File: src/rtl/mem_line_sequencer_if.sv
// Memory-side bus of mem_line_sequencer: level read/write requests with an
// address/write-data pair, answered by a one-cycle response pulse.
// master = sequencer side, slave = main memory model side.
interface mem_line_sequencer_if #(
    parameter int ADDR_W = 32,
    parameter int DATA_W = 32
) ();
    logic [ADDR_W-1:0] mem_addr;
    logic [DATA_W-1:0] mem_wdata;
    logic              mem_read_req;
    logic              mem_write_req;
    logic              mem_res;
    logic [DATA_W-1:0] mem_rdata;

    modport master (
        output mem_addr, mem_wdata, mem_read_req, mem_write_req,
        input  mem_res, mem_rdata
    );

    modport slave (
        input  mem_addr, mem_wdata, mem_read_req, mem_write_req,
        output mem_res, mem_rdata
    );
endinterface

File: src/rtl/mem_line_sequencer.sv
// mem_line_sequencer: shares one main-memory port between the I-side and
// D-side L2 refill/writeback paths. Grants round-robin, then walks a full
// line as LINE_WORDS single-word beats. Between beats the request is dropped
// for one cycle so the memory sees a fresh rising edge per beat.
// Optional feature: define MEM_SEQ_TIMEOUT_EN to add a per-beat watchdog that
// aborts the line after TIMEOUT_CYCLES waiting cycles and pulses err.
module mem_line_sequencer #(
    parameter int ADDR_W         = 32,
    parameter int DATA_W         = 32,
    parameter int LINE_WORDS     = 4,
    parameter int TIMEOUT_CYCLES = 64
) (
    input  logic                          mem_clk,
    input  logic                          rst,
    input  logic                          i_req,
    input  logic [ADDR_W-1:0]             i_addr,
    output logic                          i_rvalid,
    output logic                          i_done,
    input  logic                          d_req,
    input  logic                          d_we,
    input  logic [ADDR_W-1:0]             d_addr,
    input  logic [DATA_W-1:0]             d_wdata,
    output logic                          d_rvalid,
    output logic                          d_done,
    output logic [DATA_W-1:0]             rdata,
    output logic [$clog2(LINE_WORDS)-1:0] beat,
    output logic                          err,
    mem_line_sequencer_if.master          mem
);
    localparam int BEAT_W = $clog2(LINE_WORDS);
    localparam int OFS    = BEAT_W + 2;
    localparam int LINE_W = ADDR_W - OFS;
    localparam logic [BEAT_W-1:0] LAST_BEAT = BEAT_W'(LINE_WORDS - 1);

    typedef enum logic [2:0] {
        S_IDLE,
        S_REQ,
        S_WAIT,
        S_GAP,
        S_DONE
    } state_t;

    typedef enum logic {
        SIDE_I = 1'b0,
        SIDE_D = 1'b1
    } side_t;

    state_t            state;
    side_t             side;
    side_t             last_grant;
    logic              is_write;
    logic [LINE_W-1:0] line_q;

    logic              grant_any;
    logic              grant_d;
    logic [LINE_W-1:0] sel_line;

    // Offset bits of the client addresses are don't-care by definition.
    logic unused_ok;
    assign unused_ok = &{1'b0, i_addr[OFS-1:0], d_addr[OFS-1:0], (TIMEOUT_CYCLES > 0)};

`ifdef MEM_SEQ_TIMEOUT_EN
    logic [15:0] wdog;
`else
    assign err = 1'b0;
`endif

    // Round-robin pick: a tie goes to the side that was not served last.
    always_comb begin
        // NOTE: every always_comb output gets a default first so no path leaves it unassigned (no latch).
        grant_any = i_req | d_req;
        grant_d   = d_req && (!i_req || (last_grant == SIDE_I));
        sel_line  = grant_d ? d_addr[ADDR_W-1:OFS] : i_addr[ADDR_W-1:OFS];
    end

    // Line sequencing FSM with all outputs registered.
    always_ff @(posedge mem_clk) begin
        // NOTE: sequential state uses non-blocking assignments only, so every register sees pre-edge values.
        if (rst) begin
            state             <= S_IDLE;
            side              <= SIDE_I;
            last_grant        <= SIDE_I;
            is_write          <= 1'b0;
            line_q            <= '0;
            beat              <= '0;
            rdata             <= '0;
            i_rvalid          <= 1'b0;
            i_done            <= 1'b0;
            d_rvalid          <= 1'b0;
            d_done            <= 1'b0;
            mem.mem_addr      <= '0;
            mem.mem_wdata     <= '0;
            mem.mem_read_req  <= 1'b0;
            mem.mem_write_req <= 1'b0;
`ifdef MEM_SEQ_TIMEOUT_EN
            wdog              <= '0;
            err               <= 1'b0;
`endif
        end else begin
            i_rvalid <= 1'b0;
            d_rvalid <= 1'b0;
            i_done   <= 1'b0;
            d_done   <= 1'b0;
`ifdef MEM_SEQ_TIMEOUT_EN
            err      <= 1'b0;
`endif
            case (state)
                S_IDLE: begin
                    beat <= '0;
                    if (grant_any) begin
                        side              <= grant_d ? SIDE_D : SIDE_I;
                        is_write          <= grant_d && d_we;
                        line_q            <= sel_line;
                        mem.mem_addr      <= {sel_line, {BEAT_W{1'b0}}, 2'b00};
                        mem.mem_wdata     <= d_wdata;
                        mem.mem_read_req  <= !(grant_d && d_we);
                        mem.mem_write_req <= grant_d && d_we;
`ifdef MEM_SEQ_TIMEOUT_EN
                        wdog              <= '0;
`endif
                        state             <= S_REQ;
                    end
                end

                S_REQ: begin
                    state <= S_WAIT;
                end

                S_WAIT: begin
                    if (mem.mem_res) begin
                        mem.mem_read_req  <= 1'b0;
                        mem.mem_write_req <= 1'b0;
                        if (!is_write) begin
                            rdata <= mem.mem_rdata;
                            if (side == SIDE_D) d_rvalid <= 1'b1;
                            else                i_rvalid <= 1'b1;
                        end
                        if (beat == LAST_BEAT) begin
                            if (side == SIDE_D) d_done <= 1'b1;
                            else                i_done <= 1'b1;
                            state <= S_DONE;
                        end else begin
                            beat  <= beat + 1'b1;
                            state <= S_GAP;
                        end
                    end
`ifdef MEM_SEQ_TIMEOUT_EN
                    else if (wdog == 16'(TIMEOUT_CYCLES - 1)) begin
                        // Beat never answered: abort the line, done rides with err.
                        mem.mem_read_req  <= 1'b0;
                        mem.mem_write_req <= 1'b0;
                        err               <= 1'b1;
                        if (side == SIDE_D) d_done <= 1'b1;
                        else                i_done <= 1'b1;
                        state <= S_DONE;
                    end else begin
                        wdog <= wdog + 16'd1;
                    end
`endif
                end

                S_GAP: begin
                    // beat already points at the next word, so d_wdata is for that beat.
                    mem.mem_addr      <= {line_q, beat, 2'b00};
                    mem.mem_wdata     <= d_wdata;
                    mem.mem_read_req  <= !is_write;
                    mem.mem_write_req <= is_write;
`ifdef MEM_SEQ_TIMEOUT_EN
                    wdog              <= '0;
`endif
                    state             <= S_REQ;
                end

                S_DONE: begin
                    last_grant <= side;
                    beat       <= '0;
                    state      <= S_IDLE;
                end

                default: begin
                    state <= S_IDLE;
                end
            endcase
        end
    end
endmodule

File: src/flat_wrapper.sv
// flat-port wrapper written by rule: the top's interface ports become plain ports
module mem_line_sequencer_flat 
#(
    parameter int ADDR_W         = 32,
    parameter int DATA_W         = 32,
    parameter int LINE_WORDS     = 4,
    parameter int TIMEOUT_CYCLES = 64
)
  (mem_clk, rst, i_req, i_addr, i_rvalid, i_done, d_req, d_we, d_addr, d_wdata, d_rvalid, d_done, rdata, beat, err, mem_mem_addr, mem_mem_wdata, mem_mem_read_req, mem_mem_write_req, mem_mem_res, mem_mem_rdata);
  mem_line_sequencer_if #(.ADDR_W(ADDR_W), .DATA_W(DATA_W)) mem_i ();
  input  logic mem_clk;
  input  logic rst;
  input  logic i_req;
  input  logic [ADDR_W-1:0] i_addr;
  output logic i_rvalid;
  output logic i_done;
  input  logic d_req;
  input  logic d_we;
  input  logic [ADDR_W-1:0] d_addr;
  input  logic [DATA_W-1:0] d_wdata;
  output logic d_rvalid;
  output logic d_done;
  output logic [DATA_W-1:0] rdata;
  output logic [$clog2(LINE_WORDS)-1:0] beat;
  output logic err;
  output wire logic [$bits(mem_i.mem_addr)-1:0] mem_mem_addr;
  output wire logic [$bits(mem_i.mem_wdata)-1:0] mem_mem_wdata;
  output wire logic [$bits(mem_i.mem_read_req)-1:0] mem_mem_read_req;
  output wire logic [$bits(mem_i.mem_write_req)-1:0] mem_mem_write_req;
  input wire logic [$bits(mem_i.mem_res)-1:0] mem_mem_res;
  input wire logic [$bits(mem_i.mem_rdata)-1:0] mem_mem_rdata;
  assign mem_mem_addr = mem_i.mem_addr;
  assign mem_mem_wdata = mem_i.mem_wdata;
  assign mem_mem_read_req = mem_i.mem_read_req;
  assign mem_mem_write_req = mem_i.mem_write_req;
  assign mem_i.mem_res = mem_mem_res;
  assign mem_i.mem_rdata = mem_mem_rdata;
  mem_line_sequencer #(.ADDR_W(ADDR_W), .DATA_W(DATA_W), .LINE_WORDS(LINE_WORDS), .TIMEOUT_CYCLES(TIMEOUT_CYCLES)) u_core (.mem_clk(mem_clk), .rst(rst), .i_req(i_req), .i_addr(i_addr), .i_rvalid(i_rvalid), .i_done(i_done), .d_req(d_req), .d_we(d_we), .d_addr(d_addr), .d_wdata(d_wdata), .d_rvalid(d_rvalid), .d_done(d_done), .rdata(rdata), .beat(beat), .err(err), .mem(mem_i));
endmodule
File: config.mk
export PLATFORM = sky130hd
export DESIGN_NAME = mem_line_sequencer_flat
export DESIGN_NICKNAME = d
export VERILOG_FILES = /design/src/rtl/mem_line_sequencer_if.sv /design/src/rtl/mem_line_sequencer.sv /design/src/flat_wrapper.sv
export SDC_FILE = /design/constraint.sdc
export NUM_CORES = 1
export LEC_CHECK = 0
export CAP_MARGIN = 20
export CORE_MARGIN = 1
export CORE_UTILIZATION = 42
export DETAILED_ROUTE_END_ITERATION = 16
export HOLD_SLACK_MARGIN = 0.08
export PLACE_DENSITY = 0.8
export SLEW_MARGIN = 10
export SYNTH_ARGS = -nofsm -noshare
export SYNTH_HDL_FRONTEND = slang
export SYNTH_SLANG_ARGS = --single-unit
File: constraint.sdc
create_clock -name mem_clk -period 2.2 [get_ports mem_clk]
set_input_delay 0.66 -clock mem_clk [delete_from_list [all_inputs] [get_ports mem_clk]]
set_output_delay 0.66 -clock mem_clk [all_outputs]
set_load 0.05 [all_outputs]
* After elaboration in Yosys (flattened, before gate mapping) *
Cells that the tools add are included.

cells by class
  add/sub/neg operators = 1
  multiply operators = 0
  div/mod/pow operators = 0
  magnitude comparators = 0
  eq/ne operators = 8
  shift-type cells = 0
  multiplexer cells = 20
  bitwise logic cells = 6
  reduce and logical (&&, ||, !) cells = 19

operators with widths
  kind                                            number
  case mux 32 bit (2 select lines)                2
  two-way mux 32 bit                              2
  two-way mux 28 bit                              1
  case mux 3 bit (4 select lines)                 1
  two-way mux 3 bit                               3
  AND reduction 3 bit                             3
  OR reduction 4 bit                              2
  == test 3 x 2 -> 1 bit (second input constant)  2
  two-way mux 1 bit                               6
  case mux 1 bit (3 select lines)                 2
  AND reduction 2 bit                             3
  NOT 1 bit                                       5
  two-way mux 2 bit                               2
  != test 2 bit (second input constant)           2
  case mux 2 bit (2 select lines)                 1
  nonzero test 2 bit                              2
  == test 3 x 1 -> 1 bit (second input constant)  1
  == test 3 bit (second input constant)           1
  logical NOT 1 bit                               3
  logical NOT 3 bit                               1
  nonzero test 3 bit                              1
  adder 2 x 1 -> 2 bit (second input constant)    1
  == test 2 bit (second input constant)           1
  logical AND 1 bit                               2
  4 further kinds                                 4

storage, ports and cells
  register bits after elaboration = 138
  bits in latches = 0
  RAM bits = 0
  bits in read-only memories = 0
  input port bits = 134
  output and inout bits = 105
  word-level logic and storage cells = 69
  memories kept = 0

* Depth between registers and ports, before layout *
Gate-level depths: netlist of run 1.

  word-level depth = 7
  gate-level depth with buffers = 6

* Worst setup path before layout of run 1 *
Ideal clock, no wire load.

  kind = in2reg
  start = input d_req
  end = register u_core.mem.mem_addr[14]
  arrival time = 1.665 ns
  path slack = 0.413 ns
  stages on the path = 5
  cells stage by stage = a21boi_2 buf_2 mux2i_1 nor2_1 a221o_1

between the ends
  word-level cells in the longest chain between the ends = 4
  elaborated cells on any way between the ends = 7

ends and longest elaborated chain
  item                              line                         text
  start: declaration                flat_wrapper.sv:17           input logic d_req;
  logical AND 1 bit                 mem_line_sequencer.sv:72     grant_d = d_req && (!i_req || (last_grant == SIDE_I));
  two-way mux 28 bit                mem_line_sequencer.sv:73     sel_line = grant_d ? d_addr[ADDR_W-1:OFS] : i_addr[ADDR_W-1:OFS];
  two-way mux 32 bit                mem_line_sequencer.sv:110    if (grant_any) begin
  case mux 32 bit (2 select lines)  mem_line_sequencer.sv:107    case (state)
  end signal: assignment            mem_line_sequencer.sv:114    mem.mem_addr <= {sel_line, {BEAT_W{1'b0}}, 2'b00};
  end signal: assignment            mem_line_sequencer.sv:164    mem.mem_addr <= {line_q, beat, 2'b00};
  end: declaration                  mem_line_sequencer_if.sv:16  output mem_addr, mem_wdata, mem_read_req, mem_write_req,

Parallel ways exist; a longest one is shown, timed or not. The select of a mux whose other input is x is not followed.
A chain may end at the register's enable or synchronous reset.

* Worst setup path after layout of run 1 *
  start = input i_req
  end = register u_core.mem.mem_addr[7]

between the ends
  word-level cells in the longest chain between the ends = 6
  elaborated cells on any way between the ends = 9

ends and longest elaborated chain
  item                              line                       text
  start: declaration                flat_wrapper.sv:13         input logic i_req;
  logical NOT 1 bit                 mem_line_sequencer.sv:72
  logical OR 1 bit                  mem_line_sequencer.sv:72
  logical AND 1 bit                 mem_line_sequencer.sv:72
  two-way mux 28 bit                mem_line_sequencer.sv:73
  two-way mux 32 bit                mem_line_sequencer.sv:110
  case mux 32 bit (2 select lines)  mem_line_sequencer.sv:107

Parallel ways exist; a longest one is shown, timed or not. The select of a mux whose other input is x is not followed.

==> results of run 1 <==
[report_power, final]
part	internal [mW]	total, mW	switching, mW	leakage [nW]
combinational	0.731	1.90	1.17	2.40
clock	1.95	2.94	0.988	0.316
sequential	2.72	2.87	0.146	1.12
total	5.41	7.71	2.30	3.83
[cell families after synthesis]
logic type	count (synthesis)	share of synthesized area
adder cells (fa/ha/maj)	1	0.00233
AO/OA/AOI/OAI	106	0.145
buffers and inverters	51	0.0556
XOR/XNOR	1	0.00163
multiplexers	62	0.115
AND/OR/NAND/NOR	228	0.173
flip-flops	136	0.506
other	1	0.000697
[final timing paths]
check                               startpoint                                    to  cells past startpoint
setup / recovery                         i_req   u_core.mem.mem_addr[7]$_SDFFE_PP0P_                      6
hold / removal    u_core.rdata[9]$_SDFFE_PP0P_          u_core.rdata[9]$_SDFFE_PP0P_                      2
setup reg to reg  u_core.state[2]$_SDFFE_PP0P_  u_core.mem.mem_addr[25]$_SDFFE_PP0P_                      5
hold reg to reg   u_core.rdata[9]$_SDFFE_PP0P_          u_core.rdata[9]$_SDFFE_PP0P_                      2
[cells in the final DEF, fill, tap and decap left out, drive strengths merged]
master | Yosys | routed
buf | 36 | 58
nor2 | 64 | 64
a311oi | 1 | 1
and4 | 1 | 1
a22oi | 1 | 1
xnor2 | 1 | 1
nor3 | 11 | 11
clkbuf | 12 | 24
dlygate4sd2 | 0 | 86
and3 | 1 | 1
and2 | 2 | 2
or2 | 1 | 1
a221o | 28 | 28
o21ba | 1 | 1
or3 | 1 | 1
dfxtp | 136 | 136
nand2 | 139 | 139
a221oi | 1 | 1
ha | 1 | 1
and2b | 1 | 1
dlymetal6s2s | 0 | 1
a21boi | 1 | 1
nand3 | 4 | 4
inv | 3 | 3
clkinv | 0 | 5
o21ai | 3 | 3
a211oi | 30 | 30
a21oi | 39 | 39
conb | 1 | 3
nor2b | 2 | 2
mux2i | 62 | 62
a22o | 1 | 1
bufinv | 0 | 3
clkdlybuf4s50 | 0 | 124
nand2b | 1 | 1
[state kept, by name, indices dropped and copies added (netlist names), 2 cells and up]
| name | cells |
|---|---|
| u_core.beat | 2 |
| u_core.line_q | 28 |
| u_core.mem.mem_addr | 30 |
| u_core.mem.mem_wdata | 32 |
| u_core.rdata | 32 |
| u_core.state | 3 |
[worst max-delay path, cell delays in order]
cell,delay (ps)
sky130_fd_sc_hd__clkdlybuf4s50_1,480
sky130_fd_sc_hd__a21boi_4,220
sky130_fd_sc_hd__buf_4,250
sky130_fd_sc_hd__mux2i_1,370
sky130_fd_sc_hd__nor2_1,100
sky130_fd_sc_hd__a221o_1,270
[cell type report]
cell class,instances,share of cell area
Multi-Input combinational cell,401,0.282
Tap cell,168,0.0248
Clock buffer,24,0.0605
Inverter,3,0.00133
Timing Repair Buffer,269,0.296
Clock inverter,8,0.0136
Sequential cell,136,0.322
[routing by layer]
layer  GRT usage  routed length [um]  vias up
met5           0                  10        -
met4      0.0814                 249        2
met3      0.0775                1010       20
met2       0.421                7880      178
met1       0.249                5920     2335
li1            -                   -     2500
[through the flow]
stage / setup WS [ps] / power [mW] / util
2_1_floorplan: 413 / 4.14 / -
3_5_place_dp: -210 / 4.91 / 0.647
4_1_cts: 0.777 / 7.76 / 0.690
6_report: 141 / 7.71 / 0.690
3_3_place_gp: -134 / 4.85 / 0.647
5_1_grt: 141 / 8.02 / 0.690
==> results by stage, run 1 <==
Floorplanning:
- The initialized floorplan defines 40 standard-cell rows.
- The starting density of the core is 0.439.
- After floorplanning, the core was sized to cover 12,300 um2.
- From bottom edge to top edge, the die measures approximately 120 um.
- The die boundary width is 115 um.
- The die covers 13,300 um2.
- The boundary pin count is roughly 240.

Clock tree:
- For the worst-skew pair, the clock arrives at the later sink with an insertion delay of 410 ps.
- The TritonCTS clock tree is done.
- The number of clock sinks is between 100 and 150.
- The level count of the clock H-tree is 4.
- The number of gates resized after CTS was between 80 and 90.
- The count of hold-fix buffers inserted at cts is 0.
- The number of buffers created by CTS is 17.
- In this run the post-CTS setup repair buffer count came out at 0.
- The CTS clock-pin slew for the worst setup and hold paths is 60 ps.
- CTS placed an instance of sky130_fd_sc_hd__clkbuf_16 at the clock tree root.
- No sink is reached through more buffers than the 2 on the longest clock path.

Detailed routing:
- The number of vias after detailed routing is between 5,000 and 6,000.
- The detailed router finished its first iteration with ~300 violations.
- For this run, design rule violations remaining after detail routing come to 0.
- The remaining number of nets flagged by the antenna check after routing is 0.
- The number of iterations in the first detailed-routing pass is 4.
- The routed wire length is 15,100 um.
- The via-per-instance ratio is 4.99.
- After detailed routing, the average wire length per cell comes to 14.9 um.

Yosys:
- Ranked by total cell area, the synthesized netlist is headed by sky130_fd_sc_hd__dfxtp_1 (51%), sky130_fd_sc_hd__mux2i_1 (12%), sky130_fd_sc_hd__nand2_1 (9.6%), sky130_fd_sc_hd__a221o_1 (5.2%), sky130_fd_sc_hd__nor2_1 (4.4%).
- By instance count, the leading cell after synthesis is sky130_fd_sc_hd__nand2_1.
- The async set or reset register ratio after synthesis is 0.
- Counting flops and latches in the post-synthesis netlist gives roughly 140.
- The mapped cell area is 5380 um2.
- The share of synthesized area in the top cell type comes to 0.506.
- The number of synthesized flops with an enable pin is 0.
- The distinct cell type count of the synthesized netlist is 38.
- The dominant register cell in the synthesized netlist is sky130_fd_sc_hd__dfxtp_1.
- Yosys printed 0 warnings.
- After synthesis, the most frequently instantiated cells are sky130_fd_sc_hd__nand2_1 (137), sky130_fd_sc_hd__dfxtp_1 (136), sky130_fd_sc_hd__nor2_1 (63).
- sky130_fd_sc_hd__dfxtp_1 takes more of the synthesized area than any other cell.
- After synthesis, the mean cell area works out to slightly above 9 um2.
- Synthesis produced around 600 cells.
- The share of the yosys chip area belonging to registers is 0.506.

Final layout:
- Summing all multi-input logic gate instances after layout gives between 2000 and 2500 um2.
- Of the cells placed in the final design, the portion with a size suffix greater than 1 is 0.118.
- The filler cells instantiated in the layout total 961.
- The cell area after layout is approximately 8500 um2.
- The net count of the finished layout is 963.
- Compared with the post-synthesis result, the final layout area differs by 57.3%.
- The storage element area is about 2700 um2.
- The antenna diode instance count is 0.
- The finished layout holds 1,009 standard cells, fillers aside.

Timing:
- Setup violations remaining at the end of the flow were counted as 0.
- Setup repair after global routing left no endpoint under its margin.
- Headroom to the max-slew limit came out at 0.612.
- Hold timing on the final database bottoms out at a slack of roughly 450 ps.
- Setup total negative slack on the finished layout was measured at 0 ps.
- For the pin with the worst max-slew slack, the measured transition is around 580 ps.
- After layout, the minimum clock period comes to 2060 ps.
- The final number of hold-violating endpoints is 0.
- The part of the cycle the worst path needs is 0.936.
- The final-report max-slew violation count was 0.
- Between clock sinks in the finished design, the worst skew comes to 4.25 ps.
- The fmax is about 0.49 GHz.

Worst setup path:
- The category of the most critical setup path is primary input to flip-flop.
- The critical path data arrival time is 2350 ps.
- The critical path capture point type is a flip-flop.
- The highest net fanout along the worst path is 9.
- The critical path data required time is ~2500 ps.
- The register-to-register setup slack is ~400 ps.
- The kind of start point of the critical path is a primary input.

Global route:
- The wire length of the first global-routing pass is around 24,000 um.
- The initial antenna violation count is 1.
- The global-route total usage across every layer is 0.231.
- The via count of the first global-routing pass is 5,027.
- Entering global routing, the biggest net connects 66 pins.
- Global routing finished with a remaining overflow of 0.

Run status:
- The flow ran to the end, and the final reports show no timing, DRC or antenna violations.

Min path:
- The tightest min-delay check is of the flip-flop to flip-flop type.

Place:
- The number of I/O port buffers is about 230.
- After detailed placement, the total cell area comes to between 7000 and 8000 um2.
- Routability-driven placement finished with a final weighted congestion of around 0.82.
- Detailed placement ended at an HPWL of between 10,000 and 15,000 um.
- Counting tap cells, the placed design contains a total of between 900 and 1,000 instances.

Flow run:
- The number of violations of the max-capacitance limit is 0.

Pwr:
- The largest voltage drop on the vdd net is approximately 0.72 mV.
- The power density normalized to cell area is 911 nW/um2.
- The static power due to leakage is between 3 and 4 nW.
(Power assumes the default switching activity.)
==> run 2, diff against run 1 <==
--- a/config.mk
+++ b/config.mk
@@ -6,9 +6,10 @@
 export NUM_CORES = 1
 export LEC_CHECK = 0
 export CAP_MARGIN = 20
-export CORE_MARGIN = 1
+export CORE_MARGIN = 5
 export CORE_UTILIZATION = 42
 export DETAILED_ROUTE_END_ITERATION = 16
+export GPL_TIMING_DRIVEN = 0
 export HOLD_SLACK_MARGIN = 0.08
 export PLACE_DENSITY = 0.8
 export SLEW_MARGIN = 10
==> results by stage, run 2 (synthesized netlist as in run 1, its figures left out) <==
Pwr:
- The power density normalized to cell area is 917 nW/um2 (was 911 nW/um2).
- The static power due to leakage was 3.80 nW (was 3.83 nW).
- The largest voltage drop on the vdd net came to 0.530 mV (was 0.715 mV).
- The total power of the final layout is 7.69 mW (was 7.71 mW).

Floorplanning:
- The chip height is 123 um (was 115 um).
- The die boundary width came to 123 um (was 115 um).
- The starting density of the core is 0.428 (was 0.439).
- The die area is 15,200 um2 (was 13,300 um2).
- The boundary pin count was 239 (unchanged).
- The row count is 41 (was 40).
- The core area came to 12,600 um2 (was 12,300 um2).

Run status:
- Outcome: finished clean (unchanged).

Global route:
- The via count of the first global-routing pass was 5,392 (was 5,027).
- The overall overflow remaining after global route is 0 (unchanged).
- The wire length of the first global-routing pass is 26,100 um (was 24,000 um).
- The initial antenna violation count came to 0 (was 1).
- The global-route total usage across every layer is 0.220 (was 0.231).
- The largest net degree at the start of global routing came to 17 (was 66).

Place:
- The final RePlAce weighted congestion is 0.833 (was 0.824).
- The number of I/O port buffers is 227 (unchanged).
- The half-perimeter wire length of the detailed placement result is 12,500 um (was 10,900 um).
- The number of placed instances, taps included is 987 (was 977).
- The cell area reported after detailed placement is 7870 um2 (was 7940 um2).

Detailed routing:
- The number of iterations in the first detailed-routing pass came to 5 (was 4).
- The remaining number of nets flagged by the antenna check after routing is 0 (unchanged).
- The average routed wire per standard cell was 16.1 um (was 14.9 um).
- The detailed-route DRC error count is 0 (unchanged).
- The number of vias after detailed routing is 5,167 (was 5,035).
- The starting DRC count in detailed routing is 300 (was 299).
- The routed wire length is 16,400 um (was 15,100 um).
- The via-per-instance ratio is 5.07 (was 4.99).

Clock tree:
- The number of buffers created by CTS is 17 (unchanged).
- The number of buffers inserted by post-CTS setup repair is 0 (unchanged).
- The TritonCTS clock tree is done (unchanged).
- The maximum root-to-sink buffer count is 2 (unchanged).
- The CTS clock-pin slew for the worst setup and hold paths is 60 ps (about the same).
- The number of clock sinks was 136 (unchanged).
- The level count of the clock H-tree came to 4 (unchanged).
- The buffer cell driving the clock tree root is sky130_fd_sc_hd__clkbuf_16 (unchanged).
- The clock latency reported for the late side of the worst-skew pair is 410 ps (about the same).

Final layout:
- The post-route non-filler standard cell count is 1,019 (was 1,009).
- The leading cell type in the layout, fill and taps excluded is sky130_fd_sc_hd__nand2_1 (unchanged).
- The antenna diode instance count is 0 (unchanged).
- The layout overhead on the synthesized area is 56.0% (was 57.3%).
- Top Registers: u_core.mem.mem_wdata x32, u_core.rdata x32, u_core.mem.mem_addr x30 (unchanged).
- Commonest cells after routing, fill and taps aside: sky130_fd_sc_hd__nand2_1 (137), sky130_fd_sc_hd__dfxtp_1 (136), sky130_fd_sc_hd__clkdlybuf4s50_1 (125) (was sky130_fd_sc_hd__nand2_1 (137), sky130_fd_sc_hd__dfxtp_1 (136), sky130_fd_sc_hd__clkdlybuf4s50_1 (124)).
- The core occupancy in the finished layout is 0.667 (was 0.690).
- The number of nets in the final layout is 969 (was 963).
- The layout cell share with drive strength beyond 1 came to 0.0850 (was 0.118).
- The cell area after layout is 8390 um2 (was 8460 um2).

Worst setup path:
- The launch instance of the worst register-to-register path is u_core.state[0]$_SDFFE_PP0P_ (was u_core.state[2]$_SDFFE_PP0P_).
- The critical path capture point type is a flip-flop (unchanged).
- The kind of start point of the critical path is a primary input (unchanged).
- The start point of the critical path was d_req (was i_req).
- The critical path data arrival time is 2410 ps (was 2350 ps).
- The highest net fanout along the worst path is 10 (was 9).
- The capturing instance or port of the critical path is u_core.mem.mem_addr[14]$_SDFFE_PP0P_ (was u_core.mem.mem_addr[7]$_SDFFE_PP0P_).
- The destination of the worst register-to-register timing path is u_core.mem.mem_addr[14]$_SDFFE_PP0P_ (was u_core.mem.mem_addr[25]$_SDFFE_PP0P_).
- The worst reg-to-reg path cell count is 6 (was 5).
- The register-to-register setup slack is 510 ps (was 400 ps).
- The category of the most critical setup path is primary input to flip-flop (unchanged).
- The critical path data required time is 2500 ps (about the same).

Timing:
- The setup-violating endpoint count in the final report is 0 (unchanged).
- The final number of hold-violating endpoints is 0 (unchanged).
- The sum of negative setup slack is 0 ps (unchanged).
- The setup clock skew after layout was 3.58 ps (was 4.25 ps).
- The fmax is 0.474 GHz (was 0.486 GHz).
- The clock period minus worst slack is 2110 ps (was 2060 ps).
- RSZ-0062 raised after global routing: no (unchanged).
- The part of the cycle the worst path needs came to 0.959 (was 0.936).
- The relative slew slack is 0.616 (was 0.612).
- The final-report max-slew violation count is 0 (unchanged).
- The slew of the pin with the lowest slew margin is 575 ps (was 582 ps).

Flow run:
- The number of violations of the max-capacitance limit was 0 (unchanged).

Min path:
- The worst min-delay path class is flip-flop to flip-flop (unchanged).
-- run 2: where the power goes --
group          switching (mW)  internal, mW  leakage [nW]
Combinational            1.19         0.687          2.37
Sequential              0.138          2.72          1.12
Clock                    1.00          1.96         0.309
Total                    2.33          5.37          3.80
-- run 2: metrics by stage --
stage | hold WS (ps) | setup slack [ps]
floorplan | 457 | 413
global placement | 442 | -370
detailed placement | 447 | -396
CTS | 454 | 38.3
global route | 468 | 13.6
finish | 455 | 90.4
-- run 2: worst min-delay path by stage --
| stage | startpoint | end | slack (ps) | cells after the start |
|---|---|---|---|---|
| final | u_core.rdata[10]$_SDFFE_PP0P_ | u_core.rdata[10]$_SDFFE_PP0P_ | 450 | 2 |
| after global routing | u_core.rdata[23]$_SDFFE_PP0P_ | u_core.rdata[23]$_SDFFE_PP0P_ | 470 | 2 |
| after CTS | u_core.rdata[7]$_SDFFE_PP0P_ | u_core.rdata[7]$_SDFFE_PP0P_ | 450 | 2 |
| after detailed placement | u_core.mem.mem_wdata[7]$_SDFFE_PP0P_ | u_core.mem.mem_wdata[7]$_SDFFE_PP0P_ | 450 | 2 |
| after global placement | u_core.mem.mem_wdata[30]$_SDFFE_PP0P_ | u_core.mem.mem_wdata[30]$_SDFFE_PP0P_ | 440 | 2 |
| after floorplan | u_core.side$_SDFFE_PP0P_ | u_core.i_done$_SDFF_PP0_ | 460 | 1 |
-- run 2: worst max-delay path: stages --
cell and delay (ps):
sky130_fd_sc_hd__clkdlybuf4s50_1 490, sky130_fd_sc_hd__a21boi_2 290, sky130_fd_sc_hd__clkbuf_4 310, sky130_fd_sc_hd__mux2i_1 300, sky130_fd_sc_hd__nor2_1 90, sky130_fd_sc_hd__a221o_1 270
-- run 2: area by class of cell --
type                    count  area (um2)
plain buffers              48         293
fillers                  1078        4180
well taps                 172         215
clock inverters             7         113
inverters                   3        11.3
repair buffers            227        2140
multi-input cells         401        2370
clock buffers              25         515
flip-flops and latches    136        2720
-- run 2: timing repair --
action,CTS,global route
hold buffers,0,0
gates resized for setup,102,4
setup endpoints to repair,102,4
cloned,0,0
-- run 2: metal layers --
layer,wire length (um),up-vias,track usage
met4,369,0,0.0872
met3,1220,27,0.0782
met2,8470,179,0.388
li1,-,2519,-
met1,6390,2442,0.242
met5,0,-,0
